## config.mk

```make
export PLATFORM = sky130hd
export DESIGN_NAME = distance_packet_tx
export DESIGN_NICKNAME = d
export VERILOG_FILES = /design/src/rtl/distance_packet_tx_pkg.sv /design/src/rtl/distance_tx_cksum.sv /design/src/rtl/distance_packet_tx.sv
export SDC_FILE = /design/constraint.sdc
export NUM_CORES = 1
export LEC_CHECK = 0
export CAP_MARGIN = 15
export CORE_UTILIZATION = 35
export CTS_BUF_LIST = sky130_fd_sc_hd__clkbuf_4
export CTS_CLUSTER_DIAMETER = 100
export CTS_CLUSTER_SIZE = 12
export DETAILED_ROUTE_END_ITERATION = 8
export DONT_BUFFER_PORTS = 1
export SLEW_MARGIN = 20
export SYNTH_ARGS = -nofsm -noshare
export SYNTH_HDL_FRONTEND = slang
export SYNTH_SLANG_ARGS = --single-unit
export TNS_END_PERCENT = 10
```

## constraint.sdc

```tcl
create_clock -name clk -period 3.7 [get_ports clk]
set_input_delay 0.37 -clock clk [delete_from_list [all_inputs] [get_ports clk]]
set_output_delay 0.37 -clock clk [all_outputs]
set_load 0.01 [all_outputs]
```

## src/rtl/distance_packet_tx_pkg.sv

```systemverilog
// Shared definitions for the distance-scan packet format: header bytes,
// checksum word width and the transmit framer state encoding.
package distance_packet_tx_pkg;

  localparam logic [7:0] HEADER_0 = 8'h55;
  localparam logic [7:0] HEADER_1 = 8'hAA;
  localparam int         CKSUM_W  = 16;

  typedef enum logic [3:0] {
    IDLE,
    HDR0,
    HDR1,
    CT,
    FSA_L,
    FSA_H,
    LSA_L,
    LSA_H,
    SMP_FETCH,
    SMP_L,
    SMP_H,
    CS_L,
    CS_H,
    DONE
  } tx_state_e;

endpackage

```

## src/rtl/distance_tx_cksum.sv

```systemverilog
// XOR word accumulator for the frame checksum. Clear and update in the same
// cycle loads the data word directly, so the first word needs no extra cycle.
module distance_tx_cksum
  import distance_packet_tx_pkg::*;
(
  input  logic               clk,
  input  logic               reset,
  input  logic               clear,
  input  logic               update,
  input  logic [CKSUM_W-1:0] data,
  output logic [CKSUM_W-1:0] sum
);

  always_ff @(posedge clk or negedge reset) begin
    if (!reset) begin
      sum <= '0;
    end else if (clear) begin
      sum <= update ? data : '0;
    end else if (update) begin
      sum <= sum ^ data;
    end
  end

endmodule

```

## src/rtl/distance_packet_tx.sv

```systemverilog
// Distance-scan packet framer: header, CT, FSA, LSA, then samples, little-endian.
// Define DISTANCE_TX_CHECKSUM_EN to append a 16-bit XOR checksum before DONE.
module distance_packet_tx
  import distance_packet_tx_pkg::*;
(
  input  logic        clk,
  input  logic        reset,
  input  logic        start,
  input  logic [7:0]  ct_in,
  input  logic [15:0] fsa_in,
  input  logic [15:0] lsa_in,
  input  logic        sample_valid,
  input  logic [15:0] sample_data,
  output logic        sample_ready,
  output logic        tx_valid,
  output logic [7:0]  tx_byte,
  input  logic        tx_ready,
  output logic        busy,
  output logic        frame_done
);

  tx_state_e   state, state_next;
  logic [7:0]  ct_q, cnt_q;
  logic [15:0] fsa_q, lsa_q, smp_q;
  logic        load_frame, load_sample, bump_cnt;
  logic        tx_valid_next, sample_ready_next, busy_next, frame_done_next;
  logic [7:0]  tx_byte_next;
  logic        xfer;

  assign xfer = tx_valid & tx_ready;

`ifdef DISTANCE_TX_CHECKSUM_EN
  logic [CKSUM_W-1:0] cksum;
  logic [CKSUM_W-1:0] cksum_data;

  // Header, CT, FSA and LSA fold into one word so they load in the start cycle.
  assign cksum_data = load_frame ? ({HEADER_1, HEADER_0} ^ {8'h00, ct_in} ^ fsa_in ^ lsa_in)
                                 : sample_data;

  distance_tx_cksum u_cksum (
    .clk    (clk),
    .reset  (reset),
    .clear  (load_frame),
    .update (load_frame | load_sample),
    .data   (cksum_data),
    .sum    (cksum)
  );
`endif

  always_ff @(posedge clk or negedge reset) begin
    if (!reset) begin
      state        <= IDLE;
      ct_q         <= '0;
      cnt_q        <= '0;
      fsa_q        <= '0;
      lsa_q        <= '0;
      smp_q        <= '0;
      tx_valid     <= 1'b0;
      tx_byte      <= 8'h00;
      sample_ready <= 1'b0;
      busy         <= 1'b0;
      frame_done   <= 1'b0;
    end else begin
      state        <= state_next;
      tx_valid     <= tx_valid_next;
      tx_byte      <= tx_byte_next;
      sample_ready <= sample_ready_next;
      busy         <= busy_next;
      frame_done   <= frame_done_next;
      if (load_frame) begin
        ct_q  <= ct_in;
        fsa_q <= fsa_in;
        lsa_q <= lsa_in;
        cnt_q <= '0;
      end
      if (load_sample) smp_q <= sample_data;
      if (bump_cnt) cnt_q <= cnt_q + 8'd1;
    end
  end

  // Outputs are registered from the next state, so every output is a flop.
  always_comb begin
    state_next        = state;
    load_frame        = 1'b0;
    load_sample       = 1'b0;
    bump_cnt          = 1'b0;
    tx_valid_next     = 1'b1;
    tx_byte_next      = 8'h00;
    sample_ready_next = 1'b0;
    busy_next         = 1'b1;
    frame_done_next   = 1'b0;

    unique case (state)
      IDLE: begin
        if (start && (ct_in != 8'd0)) begin
          load_frame = 1'b1;
          state_next = HDR0;
        end
      end
      HDR0:  if (xfer) state_next = HDR1;
      HDR1:  if (xfer) state_next = CT;
      CT:    if (xfer) state_next = FSA_L;
      FSA_L: if (xfer) state_next = FSA_H;
      FSA_H: if (xfer) state_next = LSA_L;
      LSA_L: if (xfer) state_next = LSA_H;
      LSA_H: if (xfer) state_next = SMP_FETCH;
      SMP_FETCH: begin
        if (sample_valid) begin
          load_sample = 1'b1;
          state_next  = SMP_L;
        end
      end
      SMP_L: if (xfer) state_next = SMP_H;
      SMP_H: begin
        if (xfer) begin
          bump_cnt = 1'b1;
`ifdef DISTANCE_TX_CHECKSUM_EN
          state_next = (cnt_q + 8'd1 == ct_q) ? CS_L : SMP_FETCH;
`else
          state_next = (cnt_q + 8'd1 == ct_q) ? DONE : SMP_FETCH;
`endif
        end
      end
`ifdef DISTANCE_TX_CHECKSUM_EN
      CS_L: if (xfer) state_next = CS_H;
      CS_H: if (xfer) state_next = DONE;
`endif
      DONE:    state_next = IDLE;
      default: state_next = IDLE;
    endcase

    case (state_next)
      HDR0:  tx_byte_next = HEADER_0;
      HDR1:  tx_byte_next = HEADER_1;
      CT:    tx_byte_next = ct_q;
      FSA_L: tx_byte_next = fsa_q[7:0];
      FSA_H: tx_byte_next = fsa_q[15:8];
      LSA_L: tx_byte_next = lsa_q[7:0];
      LSA_H: tx_byte_next = lsa_q[15:8];
      SMP_L: tx_byte_next = load_sample ? sample_data[7:0] : smp_q[7:0];
      SMP_H: tx_byte_next = smp_q[15:8];
`ifdef DISTANCE_TX_CHECKSUM_EN
      CS_L:  tx_byte_next = cksum[7:0];
      CS_H:  tx_byte_next = cksum[15:8];
`endif
      default: tx_valid_next = 1'b0;
    endcase

    sample_ready_next = (state_next == SMP_FETCH);
    busy_next         = (state_next != IDLE);
    frame_done_next   = (state_next == DONE);
  end

endmodule

```

=== After elaboration in Yosys (flattened, before gate mapping) ===
Cells that the tools add are included.

* Flip-flop bits (word level): 80
* Output and inout bits: 12
* Word-level logic and storage cells: 65

* $add $sub $neg: 1
* Eq/ne operators: 22
* Mux-type cells: 24
* Bitwise logic cells: 1
* Reduce and logical (&&, ||, !) cells: 6

{| class="wikitable"
|+ Operators by type and width
! operator !! number
|-
| one-hot mux 8 bit (9 select lines) || 1
|-
| 2-to-1 mux 4 bit || 11
|-
| one-hot mux 4 bit (11 select lines) || 1
|-
| == test 4 x 3 -> 1 bit (second input constant) || 8
|-
| == test 4 bit (second input constant) || 7
|-
| 2-to-1 mux 8 bit || 3
|-
| == test 4 x 2 -> 1 bit (second input constant) || 4
|-
| OR reduction 9 bit || 1
|-
| adder 8 x 1 -> 8 bit (second input constant) || 1
|-
| == test 4 x 1 -> 1 bit (second input constant) || 2
|-
| == test 8 bit || 1
|-
| nonzero test 8 bit || 1
|-
| 2-to-1 mux 1 bit || 7
|-
| zero test 4 bit || 1
|-
| nonzero test 4 bit || 1
|-
| 2-to-1 mux 3 bit || 1
|-
| nonzero test 2 bit || 1
|-
| AND 1 bit || 1
|-
| logical AND 1 bit || 1
|}

=== Depth between registers and ports, before layout ===
* Word-level depth: 8
* Mapped depth: 9
* Mapped depth without buffers: 7

=== Worst setup path before layout ===
Ideal clock, no wire load.

* Path type: in2reg
* Start: input port ct_in[5]
* End: register tx_byte[3]
* Library setup time: 0.133 ns
* Arrival: 2.393 ns
* Setup slack: 1.174 ns
* Cell stages on the path: 8
* Cells stage by stage: or4_1 -> o2111a_1 -> buf_6 -> or4_4 -> buf_6 -> a32o_1 -> a31oi_1 -> o211ai_1

* Cells in the longest elaborated chain, start to end: 6

{| class="wikitable"
|+ RTL lines
! element !! RTL line !! text
|-
| start: declaration || distance_packet_tx.sv:9 || <nowiki>input logic [7:0] ct_in,</nowiki>
|-
| nonzero test 8 bit * || distance_packet_tx.sv:95 || <nowiki>if (start && (ct_in != 8'd0)) begin</nowiki>
|-
| logical AND 1 bit * || distance_packet_tx.sv:95 ||
|-
| 2-to-1 mux 4 bit * || distance_packet_tx.sv:95 ||
|-
| one-hot mux 4 bit (11 select lines) * || distance_packet_tx.sv:93 || <nowiki>unique case (state)</nowiki>
|-
| == test 4 bit (tied with other cells) || distance_packet_tx.sv:132 || <nowiki>case (state_next)</nowiki>
|-
| one-hot mux 8 bit (9 select lines) * || distance_packet_tx.sv:132 ||
|-
| via tx_byte_next[3] || distance_packet_tx.sv:27 || <nowiki>logic [7:0] tx_byte_next;</nowiki>
|-
| end signal: assignment || distance_packet_tx.sv:66 || <nowiki>tx_byte <= tx_byte_next;</nowiki>
|-
| end: declaration || distance_packet_tx.sv:16 || <nowiki>output logic [7:0] tx_byte,</nowiki>
|}

The timed path passes the listed nets; every way through them passes the cells marked *.
A chain may end at the register's enable or synchronous reset.

=== Worst setup path in the final report ===
* Start: register state[3]
* End: register tx_byte[0]

* Cells in the longest elaborated chain, start to end: 4

{| class="wikitable"
|+ RTL lines
! element !! RTL line !! text
|-
| start: declaration || distance_packet_tx.sv:22 || <nowiki>tx_state_e state, state_next;</nowiki>
|-
| start signal: assignment || distance_packet_tx.sv:64 || <nowiki>state <= state_next;</nowiki>
|-
| == test 4 bit (tied with other cells) || distance_packet_tx.sv:93 ||
|-
| one-hot mux 4 bit (11 select lines) / 2-to-1 mux 1 bit (equally long branches) || distance_packet_tx.sv:93 ||
|-
| == test 4 bit (tied with other cells) || distance_packet_tx.sv:132 ||
|-
| one-hot mux 8 bit (9 select lines) * || distance_packet_tx.sv:132 ||
|-
| via tx_byte_next[0] || distance_packet_tx.sv:27 ||
|}

Marks and branches as above.

==> results_dict.tcl <==
set metrics [dict create \
    p_sw_share_pct 39.1 \
    async_reset_ff_share_pct 100 \
    final_nets 402 \
    dieArea_um2 11700 \
    netlist_top_cells_area "dfrtp_1 (51%), mux2_2 (15%), o21ai_0 (2.5%)" \
    synth_ff_type "dfrtp_1" \
    viasPerCell 5.74 \
    ys_types 53 \
    wl_mm 9.62 \
    io-pin-count 73 \
    clock_sinks 80 \
    total_power_mw 3.43 \
    arrival_ps 3050 \
    worst_ir_drop_vdd_v 0.000366 \
    syn_nets 409 \
    rsz0062_at_grt "false" \
    gr-total-overflow 0 \
    tightest_slew_ps 662 \
    crit_fanout 15 \
    yosysSeqAreaShare_pct 50.7 \
    port_buffers 0 \
    grt_pass1_vias 2771 \
    totalNegativeSetupSlack_ps 0 \
    dp_hpwl_mm 6.92 \
    cts_buffer_depth 2 \
    min_path_type "primary input to register" \
    synth_top_family_by_area "compound AO/OA/AOI/OAI gates" \
    yosys.area_share.simple_pct 10.8 \
    muxShareOfSynthArea_pct 15.9 \
    p_clk_share_pct 14.6 \
    power.switching_mw 1.34 \
    power.internal_mw 2.09 \
    setup_viol 0 \
    grt_pass1_wl_mm 15.4 \
    seqPwrFrac_pct 46.0 \
    drc 0 \
    synth-compound-area-share_pct 16.8 \
    cts_buffers 9 \
    cts_setup_buffers 0 \
    p_per_area_nw_per_um2 812 \
    end_kind "register" \
    finClkSkew_ps 22.1 \
    period_share_pct 73.9 \
    min_from "lsa_in[10]" \
    drt_iter0_drc 182 \
    fmax_mhz 366 \
    synth_largest_area_cell "dfrtp_1" \
    synth_top_area_share_pct 50.7 \
    path_clk_slew_ps 160 \
    synthCells 347 \
    clockRootBuffer "clkbuf_4" \
    drtPass1Iterations 4 \
    final_cell_mix "dfrtp_1 (80), mux2_2 (54), nand2_1 (21)" \
    initial_core_util_pct 36.1 \
    die_w_um 108 \
    max-slew-margin-rel_pct 55.5 \
    cts_tree "yes" \
    grt_max_degree 81 \
    syn_area_per_cell_um2 11.4 \
    status "finished, final reports clean" \
    ys_warn_count 0 \
    synth_edf_count 0 \
    finalCriticalPeriod_ps 2730 \
    core_um2 10900 \
    slew_violations 0 \
    layout_commonest_cell "dfrtp_1" \
    cp-start-kind "register" \
    h-tree-depth 3 \
    crit_path_start "state[3]" \
    synth_xor_area_share_pct 2.22 \
    die-height_um 108 \
    gp_routability_congestion 0.832 \
    area_growth_pct 6.93 \
    r2r_start "state[3]" \
    maxCapViolations 0 \
    clock_latency_ps 440 \
    synthAdderAreaFrac_pct 0.317 \
    grtUsageTotal_pct 17.5 \
    ant_nets 0 \
    core.rowCount 38 \
    drive_gt1_share_pct 23.8 \
    worst-setup-path-type "register to register" \
    synth_area_um2 3950 \
    share_comb_of_total_power_pct 39.4 \
    antenna_found_initial 2 \
    crit_required_ps 4020 \
    p_leak_nw 1.73 \
    num_vias 2791 \
    synth_seq_cells 80 \
    final_hold_viol_count 0 \
    avgRoutedWirePerCell_um 19.8 \
]
==> Yosys cell counts, types with 2 or more instances <==
| cell type | number |
|---|---|
| dfrtp_1 | 80 |
| mux2_2 | 54 |
| nand2_1 | 21 |
| o21ai_0 | 20 |
| clkbuf_1 | 18 |
| a22o_1 | 11 |
| a21oi_1 | 10 |
| nand3_1 | 9 |
| nand2b_1 | 8 |
| nor2_1 | 7 |
| nor3_1 | 6 |
| o211ai_1 | 6 |
| a221oi_1 | 5 |
| a31oi_1 | 5 |
| xnor2_1 | 5 |
| xor2_1 | 5 |
| a22oi_1 | 4 |
| a32o_1 | 4 |
| inv_1 | 4 |
| nor4_1 | 4 |
| o22ai_1 | 4 |
| a21o_1 | 3 |
| a221o_1 | 3 |
| a222oi_1 | 3 |
| and2_1 | 3 |
| and3_1 | 3 |
| buf_1 | 3 |
| buf_2 | 3 |
| nor2b_1 | 3 |
| o31ai_1 | 3 |
| buf_6 | 2 |
| mux2i_1 | 2 |
| nand4_1 | 2 |
| o2111a_1 | 2 |
| o2111ai_1 | 2 |
| or3_1 | 2 |
| or4_1 | 2 |
==> what timing repair did <==
| action | 4_1_cts | 5_1_grt |
|---|---|---|
| hold buffers | 2 | 0 |
| endpoints found under the hold margin | 80 | 0 |
| resized for setup | 0 | 0 |
==> path summary, 6_finish.rpt <==
path                               to  slack (ps)  cells after the start
max reg2reg                tx_byte[0]         970                      7
min in group asynchronous    state[2]         460                      2
max                        tx_byte[0]         970                      7
max in group asynchronous    lsa_q[7]        2900                      2
min reg2reg                  smp_q[0]         520                      1
min                         lsa_q[10]          70                      1
==> through the flow <==
step           cells  hold WS [ps]  util, %  cell area (um^2)  setup WS [ps]
6_report         486          66.5     38.6              4230            966
5_1_grt          486          23.2     38.6              4230            707
4_1_cts          485          40.1     38.6              4220            965
3_5_place_dp     467          78.5     37.1              4060            964
3_3_place_gp     467          80.2     37.1              4060           1000
2_1_floorplan    347          74.4        -              3950           1170
==> final cells by class <==
cell class | instances | area, um^2
Fill cell | 1094 | 6710
Timing Repair Buffer | 8 | 82.6
Inverter | 4 | 15.0
Clock buffer | 9 | 67.6
Tap cell | 140 | 175
Antenna cell | 1 | 2.50
Clock inverter | 7 | 61.3
Multi-Input combinational cell | 237 | 1820
Sequential cell | 80 | 2000
==> worst max-delay path, stage by stage, from the launching register on <==
cell and delay, ps:
dfrtp_1 600, nor3b_1 400, and3b_1 400, buf_4 280, mux2_2 370, a221o_1 300, a22oi_1 130, o21ai_0 110
==> kinds of logic after synthesis <==
| group | Yosys count |
|---|---|
| AO/OA/AOI/OAI | 91 |
| flip-flops | 80 |
| AND/OR/NAND/NOR | 79 |
| multiplexers | 56 |
| buffers and inverters | 30 |
| XOR/XNOR | 10 |
| adder cells (fa/ha/maj) | 1 |
==> power groups by stage <==
stage	clock, mW	sequential (mW)	combinational (mW)
floorplan	0	1.44	1.15
global placement	0	1.59	1.32
detailed placement	0	1.60	1.33
CTS	0.522	1.58	1.36
global route	0.555	1.63	1.49
finish	0.502	1.58	1.35
==> flip-flops by register name, indices dropped and copies added, names as in the netlist <==
| signal | count |
|---|---|
| busy | 1 |
| sample_ready | 1 |
| smp_q | 16 |
| frame_done | 1 |
| tx_byte | 8 |
| state | 4 |
| tx_valid | 1 |
| ct_q | 8 |
| lsa_q | 16 |
| cnt_q | 8 |
| fsa_q | 16 |
==> metal layers <==
| layer | vias up | global-route usage [%] | routed length (um) |
|---|---|---|---|
| met2 | 104 | 26.7 | 4480 |
| li1 | 1295 | - | - |
| met4 | 2 | 6.56 | 209 |
| met1 | 1372 | 22.8 | 4200 |
| met3 | 18 | 6.45 | 711 |
| met5 | - | 0 | 13 |
No activity file was read; power rests on OpenSTA's default activity.
